==> src/rtl/mbist_serial_sched.sv <==
// Serial memory-BIST scheduler: walks the masked tile test stubs one at a
// time, sends each a six-bit setup frame on its enable line, holds the
// enable through the run, and records per-stub fail / timeout status.
module mbist_serial_sched #(
   parameter int NUM_STUBS = 4,
   parameter int TO_W      = 16,
   parameter int MIN_WAIT  = 16,
   parameter int GAP       = 4
) (
   input  logic                 rclk,
   input  logic                 grst,
   input  logic                 sched_start,
   input  logic                 sched_abort,
   input  logic [NUM_STUBS-1:0] sched_mask,
   input  logic [4:0]           sched_cfg,
   input  logic [TO_W-1:0]      sched_timeout,
   input  logic [NUM_STUBS-1:0] tst_mbist_done,
   input  logic [NUM_STUBS-1:0] tst_mbist_fail,
   output logic [NUM_STUBS-1:0] tst_mbist_enable,
   output logic                 sched_busy,
   output logic                 sched_done,
   output logic [3:0]           sched_cur,
   output logic [NUM_STUBS-1:0] sched_fail_vec,
   output logic [NUM_STUBS-1:0] sched_to_vec,
   output logic                 sched_abort_flag
);

   // Run counter must reach timeout-1+MIN_WAIT for the largest timeout.
   localparam int CNT_W = TO_W + $clog2(MIN_WAIT + 2);
   localparam int GAP_W = $clog2(GAP + 1);
   localparam int PTR_W = 5;

   localparam logic [NUM_STUBS-1:0] ONE     = NUM_STUBS'(1);
   localparam logic [CNT_W-1:0]     CNT_MAX = '1;
   localparam logic [CNT_W-1:0]     MW_C    = CNT_W'(MIN_WAIT);

   typedef enum logic [2:0] {
      S_IDLE,
      S_SEL,
      S_FRAME,
      S_RUN,
      S_GAP,
      S_FIN
   } state_t;

   state_t                state_q, state_d;
   logic [PTR_W-1:0]      ptr_q, ptr_d;
   logic [3:0]            cur_q, cur_d;
   logic [2:0]            fidx_q, fidx_d;
   logic [CNT_W-1:0]      cnt_q, cnt_d;
   logic [GAP_W-1:0]      gcnt_q, gcnt_d;
   logic [NUM_STUBS-1:0]  mask_q, mask_d;
   logic [4:0]            cfg_q, cfg_d;
   logic [TO_W-1:0]       tmo_q, tmo_d;
   logic [NUM_STUBS-1:0]  enable_q, enable_d;
   logic                  busy_q, busy_d;
   logic                  done_q, done_d;
   logic [NUM_STUBS-1:0]  fail_q, fail_d;
   logic [NUM_STUBS-1:0]  to_q, to_d;
   logic                  abrt_q, abrt_d;

   logic                  sel_found;
   logic [3:0]            sel_idx;
   logic [NUM_STUBS-1:0]  cur_onehot;
   logic [NUM_STUBS-1:0]  sel_onehot;
   logic                  done_cur;
   logic                  qual_done;
   logic [CNT_W-1:0]      tmo_lim;
   logic [5:0]            frame_bits;
   logic [2:0]            fidx_nxt;

   // Counter increments stick at all-ones so a very long run cannot wrap
   // back into the qualification window.
   function automatic logic [CNT_W-1:0] sat_inc(input logic [CNT_W-1:0] v);
      return (v == CNT_MAX) ? v : v + CNT_W'(1);
   endfunction

   // Lowest masked stub at or above the scan pointer.
   always_comb begin
      sel_found = 1'b0;
      sel_idx   = '0;
      for (int i = NUM_STUBS - 1; i >= 0; i--) begin
         if (mask_q[i] && (PTR_W'(i) >= ptr_q)) begin
            sel_found = 1'b1;
            sel_idx   = 4'(i);
         end
      end
   end

   assign cur_onehot = ONE << cur_q;
   assign sel_onehot = ONE << sel_idx;
   assign done_cur   = |(tst_mbist_done & cur_onehot);
   assign qual_done  = done_cur && (cnt_q >= MW_C);
   assign tmo_lim    = CNT_W'(tmo_q) + MW_C - CNT_W'(1);
   // Marker first, then data_mode, loop_on_addr, loop, stop_on_fail,
   // stop_on_next_fail.
   assign frame_bits = {cfg_q, 1'b1};
   assign fidx_nxt   = fidx_q + 3'd1;

   // Next-state and next-output computation for the scheduler.
   always_comb begin
      state_d  = state_q;
      ptr_d    = ptr_q;
      cur_d    = cur_q;
      fidx_d   = fidx_q;
      cnt_d    = cnt_q;
      gcnt_d   = gcnt_q;
      mask_d   = mask_q;
      cfg_d    = cfg_q;
      tmo_d    = tmo_q;
      busy_d   = busy_q;
      fail_d   = fail_q;
      to_d     = to_q;
      abrt_d   = abrt_q;
      enable_d = '0;

      case (state_q)
         S_IDLE: begin
            if (sched_start) begin
               fail_d  = '0;
               to_d    = '0;
               abrt_d  = 1'b0;
               mask_d  = sched_mask;
               cfg_d   = sched_cfg;
               tmo_d   = sched_timeout;
               busy_d  = 1'b1;
               ptr_d   = '0;
               state_d = S_SEL;
            end
         end

         S_SEL: begin
            if (sched_abort) begin
               abrt_d  = 1'b1;
               state_d = S_FIN;
            end else if (sel_found) begin
               cur_d    = sel_idx;
               fidx_d   = '0;
               enable_d = sel_onehot;
               state_d  = S_FRAME;
            end else begin
               state_d = S_FIN;
            end
         end

         S_FRAME: begin
            if (sched_abort) begin
               abrt_d  = 1'b1;
               state_d = S_FIN;
            end else if (fidx_q == 3'd5) begin
               cnt_d    = '0;
               enable_d = cur_onehot;
               state_d  = S_RUN;
            end else begin
               fidx_d   = fidx_nxt;
               enable_d = frame_bits[fidx_nxt] ? cur_onehot : '0;
            end
         end

         S_RUN: begin
            if (qual_done) begin
               // A done seen together with abort is still recorded.
               fail_d = fail_q | (cur_onehot & tst_mbist_fail);
               gcnt_d = '0;
               if (sched_abort) begin
                  abrt_d  = 1'b1;
                  state_d = S_FIN;
               end else begin
                  state_d = S_GAP;
               end
            end else if (sched_abort) begin
               abrt_d  = 1'b1;
               state_d = S_FIN;
            end else if ((tmo_q != '0) && (cnt_q == tmo_lim)) begin
               fail_d  = fail_q | cur_onehot;
               to_d    = to_q | cur_onehot;
               gcnt_d  = '0;
               state_d = S_GAP;
            end else begin
               cnt_d    = sat_inc(cnt_q);
               enable_d = cur_onehot;
            end
         end

         S_GAP: begin
            if (sched_abort) begin
               abrt_d  = 1'b1;
               state_d = S_FIN;
            end else if (gcnt_q == GAP_W'(GAP - 1)) begin
               if (cur_q == 4'(NUM_STUBS - 1)) begin
                  state_d = S_FIN;
               end else begin
                  ptr_d   = PTR_W'(cur_q) + PTR_W'(1);
                  state_d = S_SEL;
               end
            end else begin
               gcnt_d = gcnt_q + GAP_W'(1);
            end
         end

         S_FIN: begin
            busy_d  = 1'b0;
            state_d = S_IDLE;
         end

         default: begin
            state_d = S_IDLE;
            busy_d  = 1'b0;
         end
      endcase

      done_d = (state_d == S_FIN);
   end

   // State and registered outputs; reset clears everything including status.
   always_ff @(posedge rclk) begin
      if (grst) begin
         state_q  <= S_IDLE;
         ptr_q    <= '0;
         cur_q    <= '0;
         fidx_q   <= '0;
         cnt_q    <= '0;
         gcnt_q   <= '0;
         mask_q   <= '0;
         cfg_q    <= '0;
         tmo_q    <= '0;
         enable_q <= '0;
         busy_q   <= 1'b0;
         done_q   <= 1'b0;
         fail_q   <= '0;
         to_q     <= '0;
         abrt_q   <= 1'b0;
      end else begin
         state_q  <= state_d;
         ptr_q    <= ptr_d;
         cur_q    <= cur_d;
         fidx_q   <= fidx_d;
         cnt_q    <= cnt_d;
         gcnt_q   <= gcnt_d;
         mask_q   <= mask_d;
         cfg_q    <= cfg_d;
         tmo_q    <= tmo_d;
         enable_q <= enable_d;
         busy_q   <= busy_d;
         done_q   <= done_d;
         fail_q   <= fail_d;
         to_q     <= to_d;
         abrt_q   <= abrt_d;
      end
   end

   assign tst_mbist_enable = enable_q;
   assign sched_busy       = busy_q;
   assign sched_done       = done_q;
   assign sched_cur        = cur_q;
   assign sched_fail_vec   = fail_q;
   assign sched_to_vec     = to_q;
   assign sched_abort_flag = abrt_q;

endmodule

==> config.mk <==
export PLATFORM = sky130hd
export DESIGN_NAME = mbist_serial_sched
export DESIGN_NICKNAME = d
export VERILOG_FILES = /design/src/rtl/mbist_serial_sched.sv
export SDC_FILE = /design/constraint.sdc
export NUM_CORES = 1
export LEC_CHECK = 0
export ABC_AREA = 1
export BUFFER_PORTS_ARGS = -buffer_cell sky130_fd_sc_hd__buf_2
export CAP_MARGIN = 20
export CORE_MARGIN = 2
export CORE_UTILIZATION = 50
export DETAILED_ROUTE_END_ITERATION = 7
export PLACE_DENSITY = 0.7
export SETUP_SLACK_MARGIN = 0.05
export SLEW_MARGIN = 20
export SYNTH_ARGS = -nofsm -noshare
export SYNTH_HDL_FRONTEND = slang
export SYNTH_SLANG_ARGS = --single-unit
==> constraint.sdc <==
create_clock -name rclk -period 2.62 [get_ports rclk]
set_input_delay 0.262 -clock rclk [delete_from_list [all_inputs] [get_ports rclk]]
set_output_delay 0.262 -clock rclk [all_outputs]
set_load 0.02 [all_outputs]
After elaboration in Yosys (flattened, before gate mapping)
Cells that the tools add are included.
{"block": "word_totals", "rom_bits": 0, "inputBits": 37, "latch_bits": 0, "mem_count": 0, "out_inout_bits": 19, "register_bits": 79, "mem_bits_rw": 0}
{"block": "op_classes", "n_div": 0, "n_eq_ne": 28, "reduce_logical": 26, "add_sub_neg": 6, "mul": 0, "mux": 69, "bitwise_logic": 7, "n_lt_le_gt_ge": 6, "n_shift": 2}
{"op": "2-to-1 mux 21 bit", "count": 6}
{"op": "2-to-1 mux 4 bit", "count": 18}
{"op": "2-to-1 mux 3 bit", "count": 20}
{"op": "case mux 21 bit (2 select lines)", "count": 1}
{"op": "!= test 2 bit, second input constant", "count": 15}
{"op": "adder 21 x 1 -> 21 bit, second input constant", "count": 1}
{"op": "== test 21 bit", "count": 1}
{"op": "== test 21 bit, second input constant", "count": 1}
{"op": ">= comparator 21 x 5 -> 1 bit, second input constant", "count": 1}
{"op": "2-to-1 mux 5 bit", "count": 4}
{"op": "AND reduction 5 bit", "count": 4}
{"op": "subtractor 17 x 1 -> 18 bit, second input constant", "count": 1}
{"op": "adder 16 x 5 -> 17 bit, second input constant", "count": 1}
{"op": "case mux 4 bit (2 select lines)", "count": 2}
{"op": "nonzero test 16 bit", "count": 1}
{"op": "case mux 3 bit (5 select lines)", "count": 1}
{"op": "OR 4 bit", "count": 3}
{"op": "case mux 3 bit (2 select lines)", "count": 2}
{"op": "case mux 4 bit (3 select lines)", "count": 1}
{"op": "nonzero test 2 bit", "count": 6}
{"op": ">= comparator 1 x 5 -> 1 bit, first input constant", "count": 2}
{"op": ">= comparator 2 x 5 -> 1 bit, first input constant", "count": 2}
{"op": "case mux 5 bit (2 select lines)", "count": 1}
{"op": "== test 3 x 2 -> 1 bit, second input constant", "count": 3}
{"op": "22 further kinds", "count": 46}

Depth between registers and ports, before layout
Gate-level depths: netlist (run 1).
{"block": "logic_depth", "word_depth": 10, "depth_mapped": 16, "ltp_nobuf": 16}

Worst setup path before layout (run 1)
No wires, ideal clock.
{"block": "synth_timing", "kind": "register -> register", "from": "register cur_q[0] (netlist: sched_cur[0])", "to": "register cnt_q[20]", "path_stages_with_launch": 14, "setup_ns": 0.113, "path_buffers": 1, "slack_ns": 0.566, "required_time_ns": 2.507, "t_arrival_ns": 1.941, "path_cell_list": "dfxtp_1 -> inv_1 -> ha_1 -> nand2_1 -> nand4_1 -> nand2_2 -> inv_2 -> nand2_1 -> nand3_1 -> nor2_4 -> nand2_2 -> buf_4 -> o21ai_1 -> nor2_1"}
{"block": "synth_via", "elab_chain_cells": 6}
{"item": "start, declared", "line_no": "48", "source": "logic [3:0] cur_q, cur_d;"}
{"item": "start signal, assigned", "line_no": "236", "source": "cur_q <= cur_d;"}
{"item": "<< shifter 1 x 4 -> 4 bit", "line_no": "90", "source": "assign cur_onehot = ONE << cur_q;"}
{"item": "AND 4 bit", "line_no": "92", "source": "assign done_cur = |(tst_mbist_done & cur_onehot);"}
{"item": "OR reduction 4 bit", "line_no": "92"}
{"item": "logical AND 1 bit", "line_no": "93", "source": "assign qual_done = done_cur && (cnt_q >= MW_C);"}
{"item": "!= test 2 bit (no line)"}
{"item": "AND reduction 7 bit (no line)"}
{"item": "end signal, assigned", "line_no": "238", "source": "cnt_q <= cnt_d;"}
{"item": "end, declared", "line_no": "50", "source": "logic [CNT_W-1:0] cnt_q, cnt_d;"}
Every way passes these cells.
A chain may end at the register's enable or synchronous reset.

Worst setup path in the final report (run 1)
{"block": "layout_timing", "from": "register tmo_q[0]", "to": "register cnt_q[15]"}
{"block": "layout_via", "elab_chain_cells": 6, "elab_cells_between_ends": 7, "classes_between": "add/sub: 2; eq/ne: 2; reduce/logical: 3"}
{"item": "start, declared", "line_no": "54", "source": "logic [TO_W-1:0] tmo_q, tmo_d;"}
{"item": "start signal, assigned", "line_no": "242", "source": "tmo_q <= tmo_d;"}
{"item": "adder 16 x 5 -> 17 bit", "line_no": "94", "source": "assign tmo_lim = CNT_W'(tmo_q) + MW_C - CNT_W'(1);"}
{"item": "subtractor 17 x 1 -> 18 bit", "line_no": "94"}
{"item": "== test 21 bit", "line_no": "174", "source": "end else if ((tmo_q != '0) && (cnt_q == tmo_lim)) begin"}
{"item": "logical AND 1 bit *", "line_no": "174"}
{"item": "!= test 2 bit (no line) *"}
{"item": "AND reduction 7 bit (no line) *"}
Mark *: on every way between the ends. The rest lies on a longest branch, timed or not.

==> results of run 1 <==
-- worst max-delay path, delay by kind of cell, from the launching register on --
family	cells	cell delay (ps)
adders and majority gates	1	270
DFF	1	340
and+or+nand+nor	10	1120
AOI/OAI and AO/OA	1	120
buffers and inverters	3	350
-- power breakdown --
part	switching, uW	internal [uW]
sequential	162	1330
combinational	993	519
clock	476	661
total	1630	2510
-- how the worst max path moves through the flow --
stage	from	end
floorplan	sched_cur[0]	cnt_q[20]
global placement	tmo_q[0]	cnt_q[11]
detailed placement	tmo_q[0]	cnt_q[15]
CTS	tmo_q[0]	cnt_q[15]
global route	tmo_q[0]	cnt_q[2]
finish	tmo_q[0]	cnt_q[15]
-- synthesized netlist by cell type, types with 4 or more instances --
library cell | count | area [um2]
buf_2 | 4 | 20.0
nor4_1 | 5 | 31.3
buf_4 | 6 | 45.0
clkbuf_1 | 19 | 71.3
o21ai_0 | 31 | 155
nand3_1 | 60 | 300
nand4_1 | 12 | 75.1
ha_1 | 12 | 150
nor2_1 | 91 | 342
nand3_2 | 5 | 50.1
nand2_2 | 5 | 31.3
inv_1 | 96 | 360
xor2_1 | 22 | 193
nor3_1 | 20 | 100
a21oi_1 | 73 | 365
xnor2_1 | 6 | 52.6
dfxtp_1 | 75 | 1500
nand2_1 | 164 | 616
-- through the flow --
step	cell area [um2]	instances	total power (uW)
floorplan	4700	738	2630
global placement	5050	885	2950
detailed placement	5050	885	2990
CTS	5310	901	4120
global route	5350	904	4470
finish	5350	904	4140
-- cells in the final DEF, fill, tap and decap left out, types with 4 or more instances in the layout --
master,instances
nand2_1,164
inv_1,95
nor2_1,91
dfxtp_1,74
a21oi_1,73
nand3_1,59
buf_2,53
o21ai_0,31
xor2_1,22
nor3_1,20
buf_4,17
nand4_1,12
ha_1,12
clkbuf_8,10
xnor2_1,6
nand3_2,5
nor4_1,5
nand2_2,4
-- kinds of logic (layout without fill, tap and decap cells) --
family	Yosys count	in the layout	share of synthesized area (%)
AO/OA/AOI/OAI	116	116	12.8
XOR/XNOR	28	28	5.22
adder cells (fa/ha/maj)	12	12	3.20
buffers and inverters	130	185	11.2
flip-flops	75	75	32.0
other	1	2	0.0799
AND/OR/NAND/NOR	375	375	35.5
-- sequential cells by signal (all words and copies together), names as in the netlist --
name	count
cfg_q	5
cnt_q	21
fidx_q	3
gcnt_q	3
mask_q	4
ptr_q	3
sched_abort_flag	1
sched_busy	1
sched_cur	2
sched_done	1
sched_fail_vec	4
sched_to_vec	4
state_q	3
tmo_q	16
tst_mbist_enable	4
-- layout make-up --
type                    instances  area, um2  share of cell area [%]
well taps                     111        139                    2.59
inverters                      99        372                    6.94
clock inverters                 6        113                    2.10
flip-flops and latches         75       1500                    28.1
clock buffers                  10        138                    2.57
multi-input cells             533       2700                    50.4
repair buffers                 70        393                    7.34
-- repair_timing --
| item | CTS | global route |
|---|---|---|
| resized for setup | 0 | 6 |
| buffers inserted | 0 | 3 |
| setup endpoints to repair | 0 | 25 |
-- layer usage --
layer,up-vias,part of all wire [%],global-route usage (%)
li1,2462,-,-
met1,2177,43,29.5
met2,116,51,44.5
met3,20,4.5,4.85
met4,0,1.8,9.36
met5,-,0,0
==> flow_metrics.tcl, run 1 <==
set metrics [dict create \
    grt_first_pass_wirelength_mm 20.4 \
    port_buffers 53 \
    first_pass_iters 4 \
    routed_wl_mm 11.9 \
    r2r-start "tmo_q[0]" \
    grt_usage_pct 24.9 \
    insertion_delay_ps 370 \
    cp-end-kind "register" \
    path_cells "inv_2 -> ha_1 -> nand3_4 -> inv_1 -> nand2_1 -> nand2_1 -> nand2_1 -> nor2_1 -> nand3_2 -> nor3_4 -> nand3_2 -> nand2_4 -> buf_4 -> nand2_1 -> a21oi_1" \
    worst_pin_slew_ps 624 \
    crit_path_start_kind "register" \
    pre_cts_slack_ps 200 \
    hold_buffers 0 \
    min-delay-start "sched_timeout[15]" \
    die_w_um 101 \
    finalCritPeriodShare_pct 87.1 \
    grt_pass1_vias 4545 \
    hold_depth 3 \
    r2r-end "cnt_q[15]" \
    cts_root_buf "clkbuf_8" \
    drive_above_1_share_pct 13.7 \
    yosys.cell_types.count 37 \
    grt_start_max_net_pins 43 \
    dominantRegCellSynth "dfxtp_1" \
    syn_area_mm2 0.00469 \
    async_flop_share_pct 0 \
    synthCells 737 \
    worstPathMaxFanout 12 \
    viasPerCell 5.28 \
    cts_buffer_depth 2 \
    hold_viol_final 0 \
    final_nets 837 \
    path_clk_slew_ps 100 \
    reg2reg_depth 15 \
    cts_inserted_buffers 9 \
    die-area_mm2 0.0102 \
    p_leak_uw 0.00232 \
    start_util_pct 51.3 \
    area_growth_pct 14.0 \
    finalSetupTns_ps 0 \
    syn_area_per_cell_um2 6.37 \
    routedWlPerCell_um 13.2 \
    arrival_ps 2570 \
    setup_viol 0 \
    diodes 0 \
    max_slew_margin_pct 57.9 \
    drv_cap 0 \
    crit_type "register to register" \
    ys.warnings.count 0 \
    path_common_cell "nand2_1" \
    finClkSkew_ps 18.5 \
    synth-edff-count 0 \
    irDropWorstVdd_v 0.000432 \
    die_y_um 101 \
    slew_viol_final 0 \
    core_area_mm2 0.00915 \
    dpl.hpwl_mm 8.99 \
    gp_congestion 0.950 \
    setup_ws_ps 339 \
    h-tree-depth 3 \
    route.detailed.drc 0 \
    final_core_util_pct 58.5 \
    required_ps 2910 \
    nFillCells 904 \
    cpPeakStageDelay_ps 340 \
    num_io_pins 56 \
    drt_iter0_drc 182 \
    powerDensity_mw_per_mm2 773 \
    whs_ps 143 \
    ys_seq_area_share_pct 32.0 \
    hp-class "input pin to register" \
    reg2reg_slack_ps 340 \
    grt_antenna_before_repair 0 \
    max_freq_mhz 438 \
    status "finished, final reports clean" \
    cts_sinks 75 \
    tritoncts "yes" \
    rsz0062_at_grt "false" \
    vias 4775 \
    rows 35 \
    grt_overflow 0 \
    min_period_ps 2280 \
    postRouteAntennaNets 0 \
    synth-seq-cells 75 \
    hold_path_end "tmo_q[15]" \
    cp_slowest_cell "dfxtp_2" \
]
Note: power is estimated with default switching activity, not from simulation.
==> run 2, diff against run 1 <==
Settings changed: RECOVER_POWER from default to 100.
==> flow_metrics.tcl, run 2 (same netlist as run 1, synthesis figures left out) <==
set metrics [dict create \
    status "finished, final reports clean" \
    core_area_mm2 0.00915 \
    final_common_cell "nand2_1" \
    final_nets 837 \
    routedWlPerCell_um 13.2 \
    hp-class "input pin to register" \
    path_cells "inv_2 -> ha_1 -> nand3_4 -> inv_1 -> nand2_1 -> nand2_1 -> nand2_1 -> nor2_1 -> nand3_2 -> nor3_4 -> nand3_2 -> clkbuf_4 -> nand3_1 -> a21oi_1" \
    r2r-end "cnt_q[9]" \
    min-delay-start "sched_timeout[15]" \
    drv_cap 0 \
    grt_start_max_net_pins 43 \
    reg2reg_depth 14 \
    p_sw_uw 1630 \
    switching_share_pct 39.6 \
    finalSetupTns_ps 0 \
    postRouteAntennaNets 0 \
    cts_inserted_buffers 9 \
    whs_ps 143 \
    grt_antenna_before_repair 0 \
    critical_path.top_delay_family "simple AND/OR/NAND/NOR gates" \
    largest_register "cnt_q" \
    finalCritPeriodShare_pct 88.4 \
    p_total_uw 4120 \
    pwr-share-clk_pct 27.6 \
    instances_no_fill 904 \
    dpl.hpwl_mm 8.99 \
    route.detailed.drc 0 \
    path_common_cell "nand2_1" \
    h-tree-depth 3 \
    port_buffers 53 \
    worst_pin_slew_ps 789 \
    reg2reg_slack_ps 300 \
    cp-end-kind "register" \
    die_y_um 101 \
    cts_buffer_depth 2 \
    crit_type "register to register" \
    grt_usage_pct 24.9 \
    r2r-start "tmo_q[0]" \
    rsz0062_at_grt "false" \
    area_growth_pct 13.4 \
    cts_sinks 75 \
    largestRegisters "cnt_q (21), tmo_q (16), cfg_q (5)" \
    cts_root_buf "clkbuf_8" \
    max_slew_margin_pct 47.4 \
    cp_slowest_cell "dfxtp_2" \
    viasPerCell 5.28 \
    grt_first_pass_wirelength_mm 20.4 \
    p_comb_share_pct 36.2 \
    diodes 0 \
    die-area_mm2 0.0102 \
    gp_congestion 0.950 \
    insertion_delay_ps 370 \
    arrival_ps 2540 \
    min_period_ps 2320 \
    finClkSkew_ps 18.3 \
    max_freq_mhz 432 \
    routed_wl_mm 12.0 \
    final_area_mm2 0.00532 \
    drive_above_1_share_pct 11.3 \
    hold_viol_final 0 \
    hold_depth 3 \
    slew_viol_final 0 \
    die_w_um 101 \
    nFillCells 911 \
    critPathBufInv 3 \
    largest_reg_flops 21 \
    grt_overflow 0 \
    grt_pass1_vias 4545 \
    internal_power_uw 2480 \
    path_clk_slew_ps 100 \
    rows 35 \
    vias 4769 \
    tritoncts "yes" \
    worstPathMaxFanout 18 \
    powerDensity_mw_per_mm2 774 \
    num_io_pins 56 \
    start_util_pct 51.3 \
    setup_viol 0 \
    pwr-share-seq_pct 36.2 \
    crit_path_start_kind "register" \
    p_leak_uw 0.00224 \
    cpPeakStageDelay_ps 340 \
    hold_path_end "tmo_q[15]" \
    placed_area_mm2 0.00505 \
    first_pass_iters 5 \
    drt_iter0_drc 182 \
    irDropWorstVdd_v 0.000432 \
    layout_common_cells "164 x nand2_1, 95 x inv_1, 91 x nor2_1" \
    post-place-cells 885 \
    required_ps 2850 \
]
## run 2: cell types whose count changed in the layout (fill, tap and decap cells not counted), sizes merged
cell	delta
buf	-21
clkbuf	+21
## run 2: power groups by stage
stage	clock network, uW	registers, uW	logic, uW
after global routing	1210	1510	1730
after CTS	1150	1480	1490
after detailed placement	0	1510	1480
after floorplan	0	1510	1120
after global placement	0	1500	1450
final	1140	1490	1490
## run 2: cell type report
cell class,count,area (um2),share of cell area [%]
clock buffers,10,138,2.59
clock inverters,6,113,2.12
inverters,99,372,6.98
multi-input cells,533,2700,50.7
flip-flops and latches,75,1500,28.2
well taps,111,139,2.61
repair buffers,70,362,6.80
## run 2: repair_timing
action / CTS / global route
setup buffers: 0 / 3
endpoints found under the setup margin: 0 / 25
hold buffers: 0 / 0
resized for setup: 0 / 6
## run 2: metal layers
| layer | share of wire [%] | up-vias | GRT usage, % |
|---|---|---|---|
| met4 | 1.6 | 0 | 9.36 |
| met2 | 51 | 110 | 44.5 |
| met5 | 0 | - | 0 |
| met3 | 4.4 | 19 | 4.85 |
| li1 | - | 2462 | - |
| met1 | 43 | 2178 | 29.5 |
## run 2: how the worst max path moves through the flow
stage           endpoint  slack [ps]    startpoint  depth (start not counted)
2_1_floorplan  cnt_q[20]         570  sched_cur[0]                         13
3_3_place_gp   cnt_q[11]         290      tmo_q[0]                         15
3_5_place_dp   cnt_q[15]         200      tmo_q[0]                         15
4_1_cts        cnt_q[15]         170      tmo_q[0]                         15
5_1_grt         cnt_q[2]          40      tmo_q[0]                         15
6_report        cnt_q[9]         300      tmo_q[0]                         14
## run 2: stage by stage
| step | setup slack [ps] | util, % |
|---|---|---|
| final | 304 | 58.1 |
| after detailed placement | 200 | 55.2 |
| after CTS | 168 | 58.0 |
| after floorplan | 566 | - |
| after global placement | 290 | 55.2 |
| after global routing | 43.5 | 58.1 |
## run 2: worst min-delay path, stage by stage
cell	delay (ps)
buf_2	90
nand2_1	50
a21oi_1	50
